`src/rtl/rv32i_pkg.sv`:
```
// Shared types and lane helpers for the rv32i memory-access stage.
// Purely declarative: no state, no latency, no flow control.
package rv32i_pkg;

    typedef enum logic [3:0] {
        MEM_NONE = 4'd0,
        MEM_LB   = 4'd1,
        MEM_LH   = 4'd2,
        MEM_LW   = 4'd3,
        MEM_LBU  = 4'd4,
        MEM_LHU  = 4'd5,
        MEM_SB   = 4'd6,
        MEM_SH   = 4'd7,
        MEM_SW   = 4'd8
    } mem_op_t;

    typedef enum logic [1:0] {
        IDLE = 2'd0,
        REQ  = 2'd1,
        RESP = 2'd2
    } state_t;

    typedef struct packed {
        logic [4:0]  rd;
        logic        we;
        logic [31:0] data;
    } wb_t;

    function automatic logic op_is_store(mem_op_t op);
        return op inside {MEM_SB, MEM_SH, MEM_SW};
    endfunction

    function automatic logic op_is_byte(mem_op_t op);
        return op inside {MEM_LB, MEM_LBU, MEM_SB};
    endfunction

    function automatic logic op_is_half(mem_op_t op);
        return op inside {MEM_LH, MEM_LHU, MEM_SH};
    endfunction

    function automatic logic op_is_word(mem_op_t op);
        return op inside {MEM_LW, MEM_SW};
    endfunction

    function automatic logic op_is_mem(mem_op_t op);
        return op_is_byte(op) | op_is_half(op) | op_is_word(op);
    endfunction

    function automatic logic misaligned(mem_op_t op, logic [1:0] lo);
        return (op_is_half(op) && lo[0]) || (op_is_word(op) && (lo != 2'b00));
    endfunction

    function automatic logic [3:0] lane_be(mem_op_t op, logic [1:0] lo);
        if (op_is_byte(op)) return 4'b0001 << lo;
        if (op_is_half(op)) return 4'b0011 << lo;
        return 4'b1111;
    endfunction

    // Replicating the low lanes lets the byte enables pick the target lane.
    function automatic logic [31:0] lane_wdata(mem_op_t op, logic [31:0] sd);
        if (op_is_byte(op)) return {4{sd[7:0]}};
        if (op_is_half(op)) return {2{sd[15:0]}};
        return sd;
    endfunction

endpackage

```
`src/rtl/mem_access_load_align.sv`:
```
// Selects the addressed byte/halfword of a load word and sign/zero extends it.
// Combinational, zero latency; no flow control.
module load_align
    import rv32i_pkg::*;
(
    input  logic [31:0] rdata,
    input  logic [1:0]  addr_lo,
    input  mem_op_t     mem_op,
    output logic [31:0] data
);

    logic [7:0]  byte_sel;
    logic [15:0] half_sel;

    always_comb begin
        byte_sel = rdata[{addr_lo, 3'b000} +: 8];
        half_sel = addr_lo[1] ? rdata[31:16] : rdata[15:0];
        case (mem_op)
            MEM_LB:  data = {{24{byte_sel[7]}}, byte_sel};
            MEM_LBU: data = {24'd0, byte_sel};
            MEM_LH:  data = {{16{half_sel[15]}}, half_sel};
            MEM_LHU: data = {16'd0, half_sel};
            default: data = rdata;
        endcase
    end

endmodule

```
`src/rtl/mem_access.sv`:
```
// rv32i memory-access stage: loads/stores over a req/gnt/rvalid bus, registered writeback.
// Latency: 1 cycle for pass-through/misaligned, bus-dependent otherwise; TIMEOUT cycles max per phase.
// Backpressure: ready_out is low whenever a bus transaction is outstanding.
module mem_access
    import rv32i_pkg::*;
#(
    parameter int TIMEOUT = 16
) (
    input  logic        clk,
    input  logic        rst,
    input  logic        valid_in,
    output logic        ready_out,
    input  mem_op_t     mem_op,
    input  logic [31:0] alu_result,
    input  logic [31:0] store_data,
    input  logic [4:0]  rd_in,
    input  logic        reg_we_in,
    output logic        dmem_req,
    output logic        dmem_we,
    output logic [31:0] dmem_addr,
    output logic [3:0]  dmem_be,
    output logic [31:0] dmem_wdata,
    input  logic        dmem_gnt,
    input  logic        dmem_rvalid,
    input  logic [31:0] dmem_rdata,
    output logic        wb_valid,
    output logic [4:0]  wb_rd,
    output logic        wb_we,
    output logic [31:0] wb_data,
    output logic        misalign_exc,
    output logic        bus_err
);

    localparam logic [7:0] CNT_LAST = 8'(TIMEOUT - 1);

    state_t      state, state_nxt;
    logic [7:0]  cnt;
    mem_op_t     op_q;
    logic [1:0]  addr_lo_q;
    logic [4:0]  rd_q;
    logic        we_q;
    wb_t         wb_q;
    logic [31:0] load_val;

    logic start_req, fin_none, fin_mis, fin_store, fin_load, fin_tmo;

    load_align u_load_align (
        .rdata   (dmem_rdata),
        .addr_lo (addr_lo_q),
        .mem_op  (op_q),
        .data    (load_val)
    );

    assign ready_out = (state == IDLE);
    assign wb_rd     = wb_q.rd;
    assign wb_we     = wb_q.we;
    assign wb_data   = wb_q.data;

    always_ff @(posedge clk) begin
        if (!rst) state <= IDLE;
        else      state <= state_nxt;
    end

    // Progress (gnt/rvalid) wins over the timeout in the same cycle.
    always_comb begin
        state_nxt = state;
        start_req = 1'b0;
        fin_none  = 1'b0;
        fin_mis   = 1'b0;
        fin_store = 1'b0;
        fin_load  = 1'b0;
        fin_tmo   = 1'b0;
        case (state)
            IDLE: begin
                if (valid_in) begin
                    if (!op_is_mem(mem_op)) begin
                        fin_none = 1'b1;
                    end else if (misaligned(mem_op, alu_result[1:0])) begin
                        fin_mis = 1'b1;
                    end else begin
                        start_req = 1'b1;
                        state_nxt = REQ;
                    end
                end
            end
            REQ: begin
                if (dmem_gnt) begin
                    if (op_is_store(op_q)) begin
                        fin_store = 1'b1;
                        state_nxt = IDLE;
                    end else if (dmem_rvalid) begin
                        fin_load  = 1'b1;
                        state_nxt = IDLE;
                    end else begin
                        state_nxt = RESP;
                    end
                end else if (cnt == CNT_LAST) begin
                    fin_tmo   = 1'b1;
                    state_nxt = IDLE;
                end
            end
            RESP: begin
                if (dmem_rvalid) begin
                    fin_load  = 1'b1;
                    state_nxt = IDLE;
                end else if (cnt == CNT_LAST) begin
                    fin_tmo   = 1'b1;
                    state_nxt = IDLE;
                end
            end
            default: state_nxt = IDLE;
        endcase
    end

    always_ff @(posedge clk) begin
        if (!rst) begin
            cnt <= 8'd0;
        end else if (start_req || (state == REQ && state_nxt == RESP)) begin
            cnt <= 8'd0;
        end else if (state != IDLE) begin
            cnt <= cnt + 8'd1;
        end
    end

    always_ff @(posedge clk) begin
        if (!rst) begin
            op_q         <= MEM_NONE;
            addr_lo_q    <= 2'd0;
            rd_q         <= 5'd0;
            we_q         <= 1'b0;
            dmem_req     <= 1'b0;
            dmem_we      <= 1'b0;
            dmem_addr    <= 32'd0;
            dmem_be      <= 4'd0;
            dmem_wdata   <= 32'd0;
            wb_valid     <= 1'b0;
            wb_q         <= '0;
            misalign_exc <= 1'b0;
            bus_err      <= 1'b0;
        end else begin
            wb_valid     <= 1'b0;
            misalign_exc <= 1'b0;
            bus_err      <= 1'b0;
            if (start_req) begin
                op_q       <= mem_op;
                addr_lo_q  <= alu_result[1:0];
                rd_q       <= rd_in;
                we_q       <= reg_we_in;
                dmem_req   <= 1'b1;
                dmem_we    <= op_is_store(mem_op);
                dmem_addr  <= {alu_result[31:2], 2'b00};
                dmem_be    <= lane_be(mem_op, alu_result[1:0]);
                dmem_wdata <= lane_wdata(mem_op, store_data);
            end
            if (state == REQ && state_nxt != REQ) begin
                dmem_req <= 1'b0;
            end
            if (fin_none) begin
                wb_valid <= 1'b1;
                wb_q     <= '{rd: rd_in, we: reg_we_in, data: alu_result};
            end
            if (fin_mis) begin
                wb_valid     <= 1'b1;
                misalign_exc <= 1'b1;
                wb_q.rd      <= rd_in;
                wb_q.we      <= 1'b0;
            end
            if (fin_store || fin_tmo) begin
                wb_valid <= 1'b1;
                wb_q.rd  <= rd_q;
                wb_q.we  <= 1'b0;
                bus_err  <= fin_tmo;
            end
            if (fin_load) begin
                wb_valid  <= 1'b1;
                wb_q.rd   <= rd_q;
                wb_q.we   <= we_q;
                wb_q.data <= load_val;
            end
        end
    end

endmodule

```
`config.mk`:
```
export PLATFORM = sky130hd
export DESIGN_NAME = mem_access
export DESIGN_NICKNAME = d
export VERILOG_FILES = /design/src/rtl/rv32i_pkg.sv /design/src/rtl/mem_access_load_align.sv /design/src/rtl/mem_access.sv
export SDC_FILE = /design/constraint.sdc
export NUM_CORES = 1
export LEC_CHECK = 0
export ABC_CLOCK_PERIOD_IN_PS = 2550
export BUFFER_PORTS_ARGS = -buffer_cell sky130_fd_sc_hd__buf_4
export CORE_ASPECT_RATIO = 0.6
export CORE_MARGIN = 5
export CORE_UTILIZATION = 50
export DETAILED_ROUTE_END_ITERATION = 16
export GPL_TIMING_DRIVEN = 0
export PLACE_DENSITY = 0.78
export SLEW_MARGIN = 10
export SYNTH_ARGS = -nofsm -noshare
export SYNTH_HDL_FRONTEND = slang
export SYNTH_SLANG_ARGS = --single-unit
```
`constraint.sdc`:
```
create_clock -name clk -period 2.55 [get_ports clk]
set_input_delay 0.51 -clock clk [delete_from_list [all_inputs] [get_ports clk]]
set_output_delay 0.51 -clock clk [all_outputs]
set_load 0.05 [all_outputs]
```
==> qor.yml <==
synthesis:
  ys_top_cells_by_area: "sky130_fd_sc_hd__dfxtp_1, sky130_fd_sc_hd__nand2_1, sky130_fd_sc_hd__mux2i_1, sky130_fd_sc_hd__a21oi_1, sky130_fd_sc_hd__nor2_1"
  synth.yosys.warnings: 0
  synth_sequential_area_ratio_pct: 41.5
  syn_area_per_cell_um2: 8.33
  synthDominantCellAreaShare_pct: 41.5
  synth_edf_count: 0
  synth_cell_types: 63
  synth_top_flop_cell: "sky130_fd_sc_hd__dfxtp_1"
  synth_cells: 759
  postSynthRegisterBits: 131
  netlist_area_um2: 6320
  synth_top_area_cell: "sky130_fd_sc_hd__dfxtp_1"
  ys_async_sr_fraction_pct: 0
critical_path:
  critical-path-top-cell-by-count: "sky130_fd_sc_hd__a221oi_1"
  timing.critical_path.slowest_stage_cell: "sky130_fd_sc_hd__o21ai_1"
  critical_path_s_largest_stage_delay_ps: 570
  timing.critical_path.arrival_ps: 2720
  crit_path_launch_type: "flip-flop"
  critical_path_peak_fanout: 10
  critical_path_capture_point_type: "flip-flop"
  timing_worst_setup_path_type: "flip-flop to flip-flop"
  crit_path_cell_trace: "buf_2 -> and3b_1 -> o21ai_1 -> nor2_1 -> a221oi_1 -> a221oi_1"
  worstPathRequired_ps: 2810
  critical_path.reg2reg.startpoint: "op_q[1]"
  crit_start: "op_q[1]"
  timing.critical_path.buf_inv: 1
  critical_path.top_delay_family: "compound AO/OA/AOI/OAI gates"
clock_tree:
  number_of_buffers_inserted_during_clock_tree_synthesis: 17
  cts.htree.levels: 4
  clock_insertion_delay_worst_skew_ps: 420
  worst_setup_hold_path_clk_slew_ps: 60
  clock_sink_count: 131
  max-clock-path-buffers: 2
  cts.root.buffer_cell: "sky130_fd_sc_hd__clkbuf_16"
  cts_tree: "built"
  post_cts.repair.setup_buffers: 0
floorplanning:
  dieArea_um2: 15100
  initial_utilization_pct: 51.8
  number_of_top_level_design_ports: 223
  die_w_um: 155
  core_um2: 12200
  chipHeight_um: 97.1
  num_rows: 31
sta:
  worst_clock_skew_ps: 9.91
  final_max_slew_viol_count: 0
  max-slew-margin-rel_pct: 51.5
  tightestPinTransition_ps: 723
  layout_worst_path_cycle_share_pct: 96.6
  fmax_ghz: 0.406
  final.min_clock_period_ps: 2460
  setup_repair_after_global_routing_missed_its_margin: "false"
  timing.setup.tns_ps: 0
  final_setup_violation_count: 0
  timing.hold.ws_ps: 343
  hold_violations: 0
pwr:
  irDropWorstVdd_v: 0.000491
  p_leak_nw: 3.71
  pwr_density_cell_nw_per_um2: 697
  total_power_mw: 6.13
  total_switching_power_mw: 1.96
  internal_power_mw: 4.17
  combinationalPowerShare_pct: 21.3
  power_frac_clock_pct: 42.4
  proportion_of_power_drawn_by_flip_flops_and_latches_pct: 36.3
  netSwitchingFraction_pct: 32.0
detailed_routing:
  total_drc_errors_in_the_routed_layout: 0
  drt_iter0_drc: 584
  vias: 6768
  detailedRoute.firstPassIterationCount: 5
  drt-total-wl_um: 23500
  route.detailed.wl_per_inst_um: 20.0
  routed_via_density: 5.77
  drt.antenna.violating_nets: 0
finish:
  insertedDiodeCount: 0
  layout_commonest_cell: "sky130_fd_sc_hd__buf_4"
  nets_final: 1115
  design_area_um2: 8790
  layout.filler_cells: 975
  mostFrequentLayoutCells: "sky130_fd_sc_hd__buf_4, sky130_fd_sc_hd__nand2_1, sky130_fd_sc_hd__dfxtp_1"
  drive_gt1_share_pct: 30.8
  layout_overhead_on_the_synthesized_area_pct: 39.0
global_route:
  largest_net_degree_at_the_start_of_global_routing: 17
  gr-total-overflow: 0
  track_usage_pct: 30.0
  first_global_vias: 6423
  grt_pass1_wl_um: 36000
  grt_antenna_before_repair: 0
worst_hold_path:
  hold_path.startpoint: "alu_result[18]"
  hold_path_class: "primary input to flip-flop"
place:
  routabilityCongestion: 0.949
  number_of_port_buffers: 216
  place.detailed.hpwl_um: 17900
  placed_cell_area_um2: 8160
status:
  outcome: "completed"
job:
  max_cap_viol_count: 0
[cells by family (layout without fill, tap and decap cells)]
kind of cell    after synthesis  count (layout)  share of synthesized area [%]
flops                       131             131                           41.5
buf+inv                      72             320                           5.32
mux                          49              49                           8.21
fa+ha+maj                     9               9                           1.78
other cells                   1               2                         0.0593
simple gates                270             270                           18.6
xor+xnor                      8               8                           1.11
compound gates              219             219                           23.5
[worst reg2reg max path, stage by stage, from the launching register on]
cell	delay [ps]
sky130_fd_sc_hd__dfxtp_1	340
sky130_fd_sc_hd__buf_2	220
sky130_fd_sc_hd__and3b_1	200
sky130_fd_sc_hd__o21ai_1	570
sky130_fd_sc_hd__nor2_1	290
sky130_fd_sc_hd__a221oi_1	500
sky130_fd_sc_hd__a221oi_1	200
[stage by stage]
step	instances	setup WS, ps	utilization, %
5_1_grt	1173	23.3	71.9
4_1_cts	1173	103	71.9
3_3_place_gp	1141	-187	66.8
3_5_place_dp	1141	-237	66.8
2_1_floorplan	760	253	-
6_report	1173	88.0	71.9
[power by group through the flow]
stage          combinational, mW  sequential, mW  clock (mW)
2_1_floorplan              0.451            2.61           0
3_3_place_gp                1.27            2.26           0
3_5_place_dp                1.28            2.27           0
4_1_cts                     1.29            2.23        2.60
5_1_grt                     1.38            2.24        2.70
6_report                    1.30            2.23        2.60
[sequential cells by signal, indices dropped and copies added (netlist names)]
signal,cells
dmem_wdata,32
wb_data,32
dmem_addr,30
cnt,8
rd_q,5
wb_rd,5
dmem_be,4
op_q,4
addr_lo_q,2
state,2
bus_err,1
dmem_req,1
dmem_we,1
misalign_exc,1
wb_valid,1
wb_we,1
we_q,1
[synthesized netlist by cell type (6+ instances only)]
master                     number
sky130_fd_sc_hd__nand2_1      159
sky130_fd_sc_hd__dfxtp_1      131
sky130_fd_sc_hd__a21oi_1       79
sky130_fd_sc_hd__nor2_1        46
sky130_fd_sc_hd__mux2i_1       44
sky130_fd_sc_hd__o21ai_0       32
sky130_fd_sc_hd__clkbuf_1      26
sky130_fd_sc_hd__buf_2         23
sky130_fd_sc_hd__nand3_1       22
sky130_fd_sc_hd__a211oi_1      19
sky130_fd_sc_hd__o21ai_1       16
sky130_fd_sc_hd__inv_1         13
sky130_fd_sc_hd__a311oi_1      12
sky130_fd_sc_hd__a221oi_1      10
sky130_fd_sc_hd__a221oi_2      10
sky130_fd_sc_hd__ha_1           9
sky130_fd_sc_hd__a31oi_1        8
sky130_fd_sc_hd__nor2b_1        7
sky130_fd_sc_hd__buf_4          6
[layout make-up]
type | count | area, um2 | area share [%]
plain buffers | 58 | 290 | 3.30
clock buffers | 17 | 425 | 4.84
clock inverters | 15 | 195 | 2.22
inverters | 14 | 52.6 | 0.598
multi-input cells | 557 | 3370 | 38.4
flip-flops and latches | 131 | 2620 | 29.8
well taps | 165 | 206 | 2.35
repair buffers | 216 | 1620 | 18.5
[path summary, 6_finish.rpt]
path,to,slack (ps),depth (start not counted)
hold reg to reg,dmem_addr[15],460,2
hold / removal,dmem_addr[18],340,3
setup / recovery,wb_data[2],90,6
setup reg to reg,wb_data[2],90,6
[repair_timing]
item                                    CTS  global route
gates resized for setup                   2             6
hold buffers                              0             0
endpoints found under the setup margin    2            15
[per-layer routing]
layer | routed length, um | GRT usage (%) | vias up
met5 | 0 | 0 | -
met4 | 211 | 6.25 | 0
met3 | 2670 | 9.39 | 22
met2 | 9670 | 41.5 | 347
met1 | 10900 | 45.2 | 3224
li1 | - | - | 3175
Note: power is estimated with default switching activity, not from simulation.
